`config.mk`:
```
export PLATFORM = sky130hd
export DESIGN_NAME = lzrw1_item_unpacker_flat
export DESIGN_NICKNAME = d
export VERILOG_FILES = /design/src/rtl/lzrw1_item_unpacker_if.sv /design/src/rtl/lzrw1_item_unpacker.sv /design/src/flat_wrapper.sv
export SDC_FILE = /design/constraint.sdc
export NUM_CORES = 1
export LEC_CHECK = 0
export CAP_MARGIN = 0
export CORE_MARGIN = 8
export CORE_UTILIZATION = 45
export DETAILED_ROUTE_END_ITERATION = 6
export PLACE_DENSITY = 0.63
export SYNTH_ARGS = -nofsm -noshare
export SYNTH_HDL_FRONTEND = slang
export SYNTH_SLANG_ARGS = --single-unit
```
`constraint.sdc`:
```
create_clock -name clock -period 3.8 [get_ports clock]
set_clock_uncertainty 0.05 [all_clocks]
set_input_delay 0.76 -clock clock [delete_from_list [all_inputs] [get_ports clock]]
set_output_delay 0.76 -clock clock [all_outputs]
set_load 0.05 [all_outputs]
```
`src/rtl/lzrw1_item_unpacker_if.sv`:
```
// Stream bus of the LZRW1 item unpacker: compressed-byte input, item output
// towards the decompressor core, and frame status.
interface lzrw1_item_unpacker_if;
    logic [7:0]  in_byte;
    logic        in_valid;
    logic        in_last;
    logic        in_ready;
    logic [15:0] data_out;
    logic        control_word_out;
    logic        out_valid;
    logic        decompressor_busy;
    logic        frame_done;
    logic        format_error;

    // Environment side: byte source plus decompressor back-pressure.
    modport master (
        output in_byte, in_valid, in_last, decompressor_busy,
        input  in_ready, data_out, control_word_out, out_valid, frame_done, format_error
    );

    // Unpacker side.
    modport slave (
        input  in_byte, in_valid, in_last, decompressor_busy,
        output in_ready, data_out, control_word_out, out_valid, frame_done, format_error
    );
endinterface

```
`src/rtl/lzrw1_item_unpacker.sv`:
```
// LZRW1 item unpacker: parses control words and literal/copy items from a byte
// stream and presents one flagged 16-bit item at a time to the decompressor.
module lzrw1_item_unpacker #(
    parameter int ITEMS_PER_GROUP = 16
) (
    input  logic                        clock,
    input  logic                        reset,
    lzrw1_item_unpacker_if.slave        bus
);
    typedef enum logic [2:0] {CW_LO, CW_HI, ITEM_B0, ITEM_B1, HOLD} state_e;

    localparam logic [4:0] GROUP_LEN = 5'(ITEMS_PER_GROUP);

    state_e      state_q, state_d;
    logic [15:0] cw_q, cw_d;
    logic [3:0]  index_q, index_d;
    logic [7:0]  hi_q, hi_d;
    logic [15:0] data_q, data_d;
    logic        ctrl_q, ctrl_d;
    logic        out_valid_q, out_valid_d;
    logic        last_q, last_d;
    logic        frame_done_q, frame_done_d;
    logic        format_error_q, format_error_d;
    logic        ready_en_q, ready_en_d;

    logic        accept;
    logic        transfer;
    logic [4:0]  index_inc;
    logic        group_end;
    state_e      adv_state;
    logic [3:0]  adv_index;

    assign accept    = bus.in_valid && bus.in_ready;
    assign transfer  = out_valid_q && !bus.decompressor_busy;
    assign index_inc = {1'b0, index_q} + 5'd1;
    assign group_end = (index_inc >= GROUP_LEN);
    // Where the parser goes once the current item is finished without ending the frame.
    assign adv_state = group_end ? CW_LO : ITEM_B0;
    assign adv_index = group_end ? 4'd0 : index_inc[3:0];

    always_comb begin
        // NOTE: every signal gets its hold value first so no path through the case infers a latch.
        state_d        = state_q;
        cw_d           = cw_q;
        index_d        = index_q;
        hi_d           = hi_q;
        data_d         = data_q;
        ctrl_d         = ctrl_q;
        out_valid_d    = out_valid_q;
        last_d         = last_q;
        frame_done_d   = 1'b0;
        format_error_d = format_error_q;
        ready_en_d     = 1'b1;

        unique case (state_q)
            CW_LO: begin
                if (accept) begin
                    cw_d[7:0] = bus.in_byte;
                    if (bus.in_last) begin
                        format_error_d = 1'b1;
                        frame_done_d   = 1'b1;
                    end else begin
                        state_d = CW_HI;
                    end
                end
            end
            CW_HI: begin
                if (accept) begin
                    cw_d[15:8] = bus.in_byte;
                    index_d    = 4'd0;
                    if (bus.in_last) begin
                        frame_done_d = 1'b1;
                        state_d      = CW_LO;
                    end else begin
                        state_d = ITEM_B0;
                    end
                end
            end
            ITEM_B0: begin
                if (accept) begin
                    if (!cw_q[index_q]) begin
                        data_d      = {8'h00, bus.in_byte};
                        ctrl_d      = 1'b0;
                        out_valid_d = 1'b1;
                        last_d      = bus.in_last;
                        state_d     = HOLD;
                    end else if (bus.in_last) begin
                        // Copy cut off after its first byte: nothing to present.
                        format_error_d = 1'b1;
                        frame_done_d   = 1'b1;
                        index_d        = 4'd0;
                        state_d        = CW_LO;
                    end else begin
                        hi_d    = bus.in_byte;
                        state_d = ITEM_B1;
                    end
                end
            end
            ITEM_B1: begin
                if (accept) begin
                    if (hi_q[7:4] == 4'd0) begin
                        // Zero-length copy is dropped but still consumes its control bit.
                        format_error_d = 1'b1;
                        if (bus.in_last) begin
                            frame_done_d = 1'b1;
                            index_d      = 4'd0;
                            state_d      = CW_LO;
                        end else begin
                            index_d = adv_index;
                            state_d = adv_state;
                        end
                    end else begin
                        data_d      = {hi_q, bus.in_byte};
                        ctrl_d      = 1'b1;
                        out_valid_d = 1'b1;
                        last_d      = bus.in_last;
                        state_d     = HOLD;
                    end
                end
            end
            HOLD: begin
                if (transfer) begin
                    out_valid_d = 1'b0;
                    if (last_q) begin
                        frame_done_d = 1'b1;
                        index_d      = 4'd0;
                        state_d      = CW_LO;
                    end else begin
                        index_d = adv_index;
                        state_d = adv_state;
                    end
                end
            end
            default: begin
                state_d = CW_LO;
            end
        endcase
    end

    // NOTE: the datapath registers are reset too, so data_out reads 0 after reset.
    always_ff @(posedge clock or posedge reset) begin
        if (reset) begin
            state_q        <= CW_LO;
            cw_q           <= '0;
            index_q        <= '0;
            hi_q           <= '0;
            data_q         <= '0;
            ctrl_q         <= 1'b0;
            out_valid_q    <= 1'b0;
            last_q         <= 1'b0;
            frame_done_q   <= 1'b0;
            format_error_q <= 1'b0;
            ready_en_q     <= 1'b0;
        end else begin
            // NOTE: non-blocking so every flop samples the pre-edge values computed above.
            state_q        <= state_d;
            cw_q           <= cw_d;
            index_q        <= index_d;
            hi_q           <= hi_d;
            data_q         <= data_d;
            ctrl_q         <= ctrl_d;
            out_valid_q    <= out_valid_d;
            last_q         <= last_d;
            frame_done_q   <= frame_done_d;
            format_error_q <= format_error_d;
            ready_en_q     <= ready_en_d;
        end
    end

    assign bus.in_ready         = ready_en_q && !out_valid_q;
    assign bus.data_out         = data_q;
    assign bus.control_word_out = ctrl_q;
    assign bus.out_valid        = out_valid_q;
    assign bus.frame_done       = frame_done_q;
    assign bus.format_error     = format_error_q;

endmodule

```
`src/flat_wrapper.sv`:
```
// flat-port wrapper written by rule: the top's interface ports become plain ports
module lzrw1_item_unpacker_flat 
#(
    parameter int ITEMS_PER_GROUP = 16
)
  (clock, reset, bus_in_byte, bus_in_valid, bus_in_last, bus_decompressor_busy, bus_in_ready, bus_data_out, bus_control_word_out, bus_out_valid, bus_frame_done, bus_format_error);
  lzrw1_item_unpacker_if bus_i ();
  input  logic clock;
  input  logic reset;
  input wire logic [$bits(bus_i.in_byte)-1:0] bus_in_byte;
  input wire logic [$bits(bus_i.in_valid)-1:0] bus_in_valid;
  input wire logic [$bits(bus_i.in_last)-1:0] bus_in_last;
  input wire logic [$bits(bus_i.decompressor_busy)-1:0] bus_decompressor_busy;
  output wire logic [$bits(bus_i.in_ready)-1:0] bus_in_ready;
  output wire logic [$bits(bus_i.data_out)-1:0] bus_data_out;
  output wire logic [$bits(bus_i.control_word_out)-1:0] bus_control_word_out;
  output wire logic [$bits(bus_i.out_valid)-1:0] bus_out_valid;
  output wire logic [$bits(bus_i.frame_done)-1:0] bus_frame_done;
  output wire logic [$bits(bus_i.format_error)-1:0] bus_format_error;
  assign bus_i.in_byte = bus_in_byte;
  assign bus_i.in_valid = bus_in_valid;
  assign bus_i.in_last = bus_in_last;
  assign bus_i.decompressor_busy = bus_decompressor_busy;
  assign bus_in_ready = bus_i.in_ready;
  assign bus_data_out = bus_i.data_out;
  assign bus_control_word_out = bus_i.control_word_out;
  assign bus_out_valid = bus_i.out_valid;
  assign bus_frame_done = bus_i.frame_done;
  assign bus_format_error = bus_i.format_error;
  lzrw1_item_unpacker #(.ITEMS_PER_GROUP(ITEMS_PER_GROUP)) u_core (.clock(clock), .reset(reset), .bus(bus_i));
endmodule
```
==> impl_results.md <==
- Number of cells after detailed placement: 308
- Cell with the biggest individual delay on the critical path: a31oi_1
- Total Nets Final: 257
- Proportion of synthesized flip-flops having asynchronous set or reset: 1.00
- Vias/cell: 5.65
- Comb power frac: 0.443
- Cell area power density: 749 nW/µm²
- Final Hold Viols: 0
- Diode insertion count for antenna repair: 0
- Final setup fails: 0
- Number of buffers on the longest clock path: 2
- Total via count in the routed design: 1780
- Fin crit period: 2.97 ns
- Count of TritonRoute iterations in the first routing pass: 4
- Number of max-slew violations in the final report: 0
- HPWL after DPL: 3980 µm
- Synth unique cells: 47
- GRT Residual Overflow: 0
- Most frequent cells in the layout: dfrtp_1, mux2_2, clkdlybuf4s50_1, nor2_1, nand2_1
- Number of max-cap violations: 0
- Buffers & Inverters on Critical Path: 0
- Pre-CTS setup slack: 0.765 ns
- Fill cell total of the finished layout: 480
- Static leakage: 1.26 nW
- Quantity of gates resized following cts: 0
- Predominant post-synthesis flop cell: dfrtp_1
- Share of Yosys cell area claimed by the top area cell type: 0.519
- Routed wirelength normalized by instance count: 17.2 µm
- Die ar.: 8350 µm²
- Yosys warns: 0
- Area growth from synthesis to layout: 17.8%
- Req. time, crit path: 3.94 ns
- Final cell count without fillers: 315
- Mean instance size in the synthesized netlist: 12.2 µm²
- RSZ-0062 raised after global routing: no
- Clk pwr share: 0.140
- Number of global-route vias before repair: 1810
- Clock latency at the later pin of the worst-skew pair: 0.30 ns
- Max_slew headroom: 0.193
- Switching share of power: 0.397
- Area of combinational cells with multiple inputs: 1130 µm²
- Fraction of power consumed by sequential logic: 0.417
- Critical path type: flop to flop
- Std cell rows: 27
- Tot GR Track Use: 0.133
- Switching power summed over all nets: 896 µW
- Depth of the CTS H-tree: 2
- Pin slew with the least headroom to its limit: 1.21 ns
- Max Clk Rate: 336 MHz
- Net count after synthesis: 224
- Largest net degree at the start of global routing: 26
- Count of pins on the block boundary: 34
- Area inside the core boundary: 5510 µm²
- Crit path max-delay family: compound AO/OA/AOI/OAI gates
- Overall die width: 91.4 µm
- Sequential Area: 1330 µm²
- Cells taking the most area after synthesis: dfrtp_1, mux2_2, mux2i_1
- Clock root buffer master: clkbuf_8
- Flip-flop and latch count after synthesis: 53
- Synthesized netlist cell count: 210
- DRC violation total after the first TritonRoute iteration: 110
- Die height: 91.4 µm
- Count of flip-flops with a built-in enable after synthesis: 0
- Buffers added on ports: 33
- Final period util: 0.783
- Cell type contributing the most total cell area after synthesis: dfrtp_1
- Setup_tns: 0 ns
- Weighted congestion at the end of routability-driven global placement: 0.855
- Wire length of the first global-routing pass: 9150 µm
- Residual DRC: 0
- Fraction of final layout cells with drive strength greater than 1: 0.235
- Total wire length after detailed routing: 5410 µm
- Critical Path Source Type: flop
- Power, Total: 2.25 mW
- Most frequent standard cell in the layout excluding fill and tap cells: dfrtp_1
- PnR worst setup slack: 0.826 ns
- Crit end category: flop
- Sequence of cells on the critical path: mux2i_1 > o32ai_1 > nor4_2 > a31oi_1 > mux2_2
- Register area share after synthesis: 0.519
- Count of buffers added by post-CTS timing repair for setup: 0
- VDD IR max: 375 µV
- Run status: complete, no violations
- P_int: 1.36 mW
- Largest fanout on the critical path: 12
- Cell area after synthesis: 2560 µm²
- Starting density of the core: 0.464
- Number of routed nets with antenna violations: 0
- Clk sink count: 53
- Clock tree from TritonCTS: done
- Path class of the lowest-slack min-delay path: flop to flop
- Peak per-stage delay on the critical path: 0.98 ns
- Number of antenna violations at the first check in global routing: 0
- Signal arrival time at the worst endpoint: 3.11 ns
- CTS Buf Count: 5
- Worst-path clk slew: 0.09 ns
- Hold buffer count at CTS: 0
-- layer usage --
layer	global-route usage	routed length (µm)	vias up
met5	0	0	-
met4	0.0587	149	0
met3	0.0387	275	12
met2	0.193	2410	45
met1	0.177	2570	876
li1	-	-	847
-- final cells by class --
| type | instances | area share |
|---|---|---|
| clock buffer | 7 | 0.0287 |
| inverter | 6 | 0.00748 |
| multi-input combinational | 141 | 0.376 |
| sequential | 53 | 0.440 |
| tap | 72 | 0.0299 |
| timing repair buffer | 36 | 0.117 |
-- flip-flops by register name (all words and copies together), names as in the netlist --
| name | count |
|---|---|
| u_core.bus.frame_done | 1 |
| u_core.ready_en_q | 1 |
| u_core.bus.format_error | 1 |
| u_core.hi_q | 8 |
| u_core.last_q | 1 |
| u_core.index_q | 4 |
| u_core.cw_q | 16 |
| u_core.bus.data_out | 16 |
| u_core.bus.control_word_out | 1 |
| u_core.bus.out_valid | 1 |
| u_core.state_q | 3 |
-- power by group through the flow --
stage	registers (mW)	clock network, mW	logic (mW)
finish	0.940	0.315	0.999
floorplan	1.13	0	0.513
global route	0.975	0.345	1.07
CTS	0.941	0.324	1.01
detailed placement	0.950	0	1.01
global placement	0.953	0	0.998
-- per-stage QoR --
| stage | hold WS [ns] | utilization | cell area [µm²] |
|---|---|---|---|
| global route | 0.452 | 0.547 | 3010 |
| floorplan | 0.429 | - | 2560 |
| detailed placement | 0.405 | 0.531 | 2930 |
| finish | 0.420 | 0.547 | 3010 |
| global placement | 0.407 | 0.531 | 2930 |
| CTS | 0.426 | 0.547 | 3010 |
-- kinds of logic (layout without fill, tap and decap cells) --
logic type / after synthesis / count (layout) / synth area share
DFF: 53 / 53 / 0.519
adders and majority gates: 1 / 1 / 0.00489
other: 1 / 1 / 0.00147
AOI/OAI and AO/OA: 45 / 45 / 0.130
buffers and inverters: 16 / 49 / 0.0382
and+or+nand+nor: 51 / 51 / 0.119
muxes: 43 / 43 / 0.188
-- synthesized netlist by cell type (2+ instances only) --
| library cell | number |
|---|---|
| o32ai_1 | 2 |
| nor2b_1 | 2 |
| mux2_4 | 2 |
| o21ai_0 | 6 |
| inv_1 | 6 |
| nor4_2 | 2 |
| buf_4 | 3 |
| a21o_1 | 2 |
| or4_1 | 2 |
| nand3b_1 | 2 |
| nand2b_1 | 2 |
| clkbuf_1 | 3 |
| dfrtp_1 | 53 |
| mux2_2 | 33 |
| a22oi_1 | 8 |
| nand3_1 | 2 |
| nor2_1 | 12 |
| buf_6 | 2 |
| a21oi_1 | 6 |
| nand2_1 | 9 |
| and3_1 | 3 |
| o22ai_1 | 2 |
| o2bb2ai_1 | 8 |
| or3b_2 | 3 |
| nor3_1 | 3 |
| mux2i_1 | 8 |
| a32o_1 | 4 |
-- path summary, 6_finish.rpt --
kind                                            to  slack, ns                    start  depth (start not counted)
max in group asynchronous   u_core.bus.data_out[2]       2.34                    reset                          3
min reg2reg                u_core.bus.format_error       0.42  u_core.bus.format_error                          1
min                        u_core.bus.format_error       0.42  u_core.bus.format_error                          1
min in group asynchronous   u_core.bus.data_out[9]       0.76                    reset                          2
max reg2reg                 u_core.bus.data_out[2]       0.83        u_core.index_q[1]                          5
max                         u_core.bus.data_out[2]       0.83        u_core.index_q[1]                          5
(Power assumes the default switching activity.)
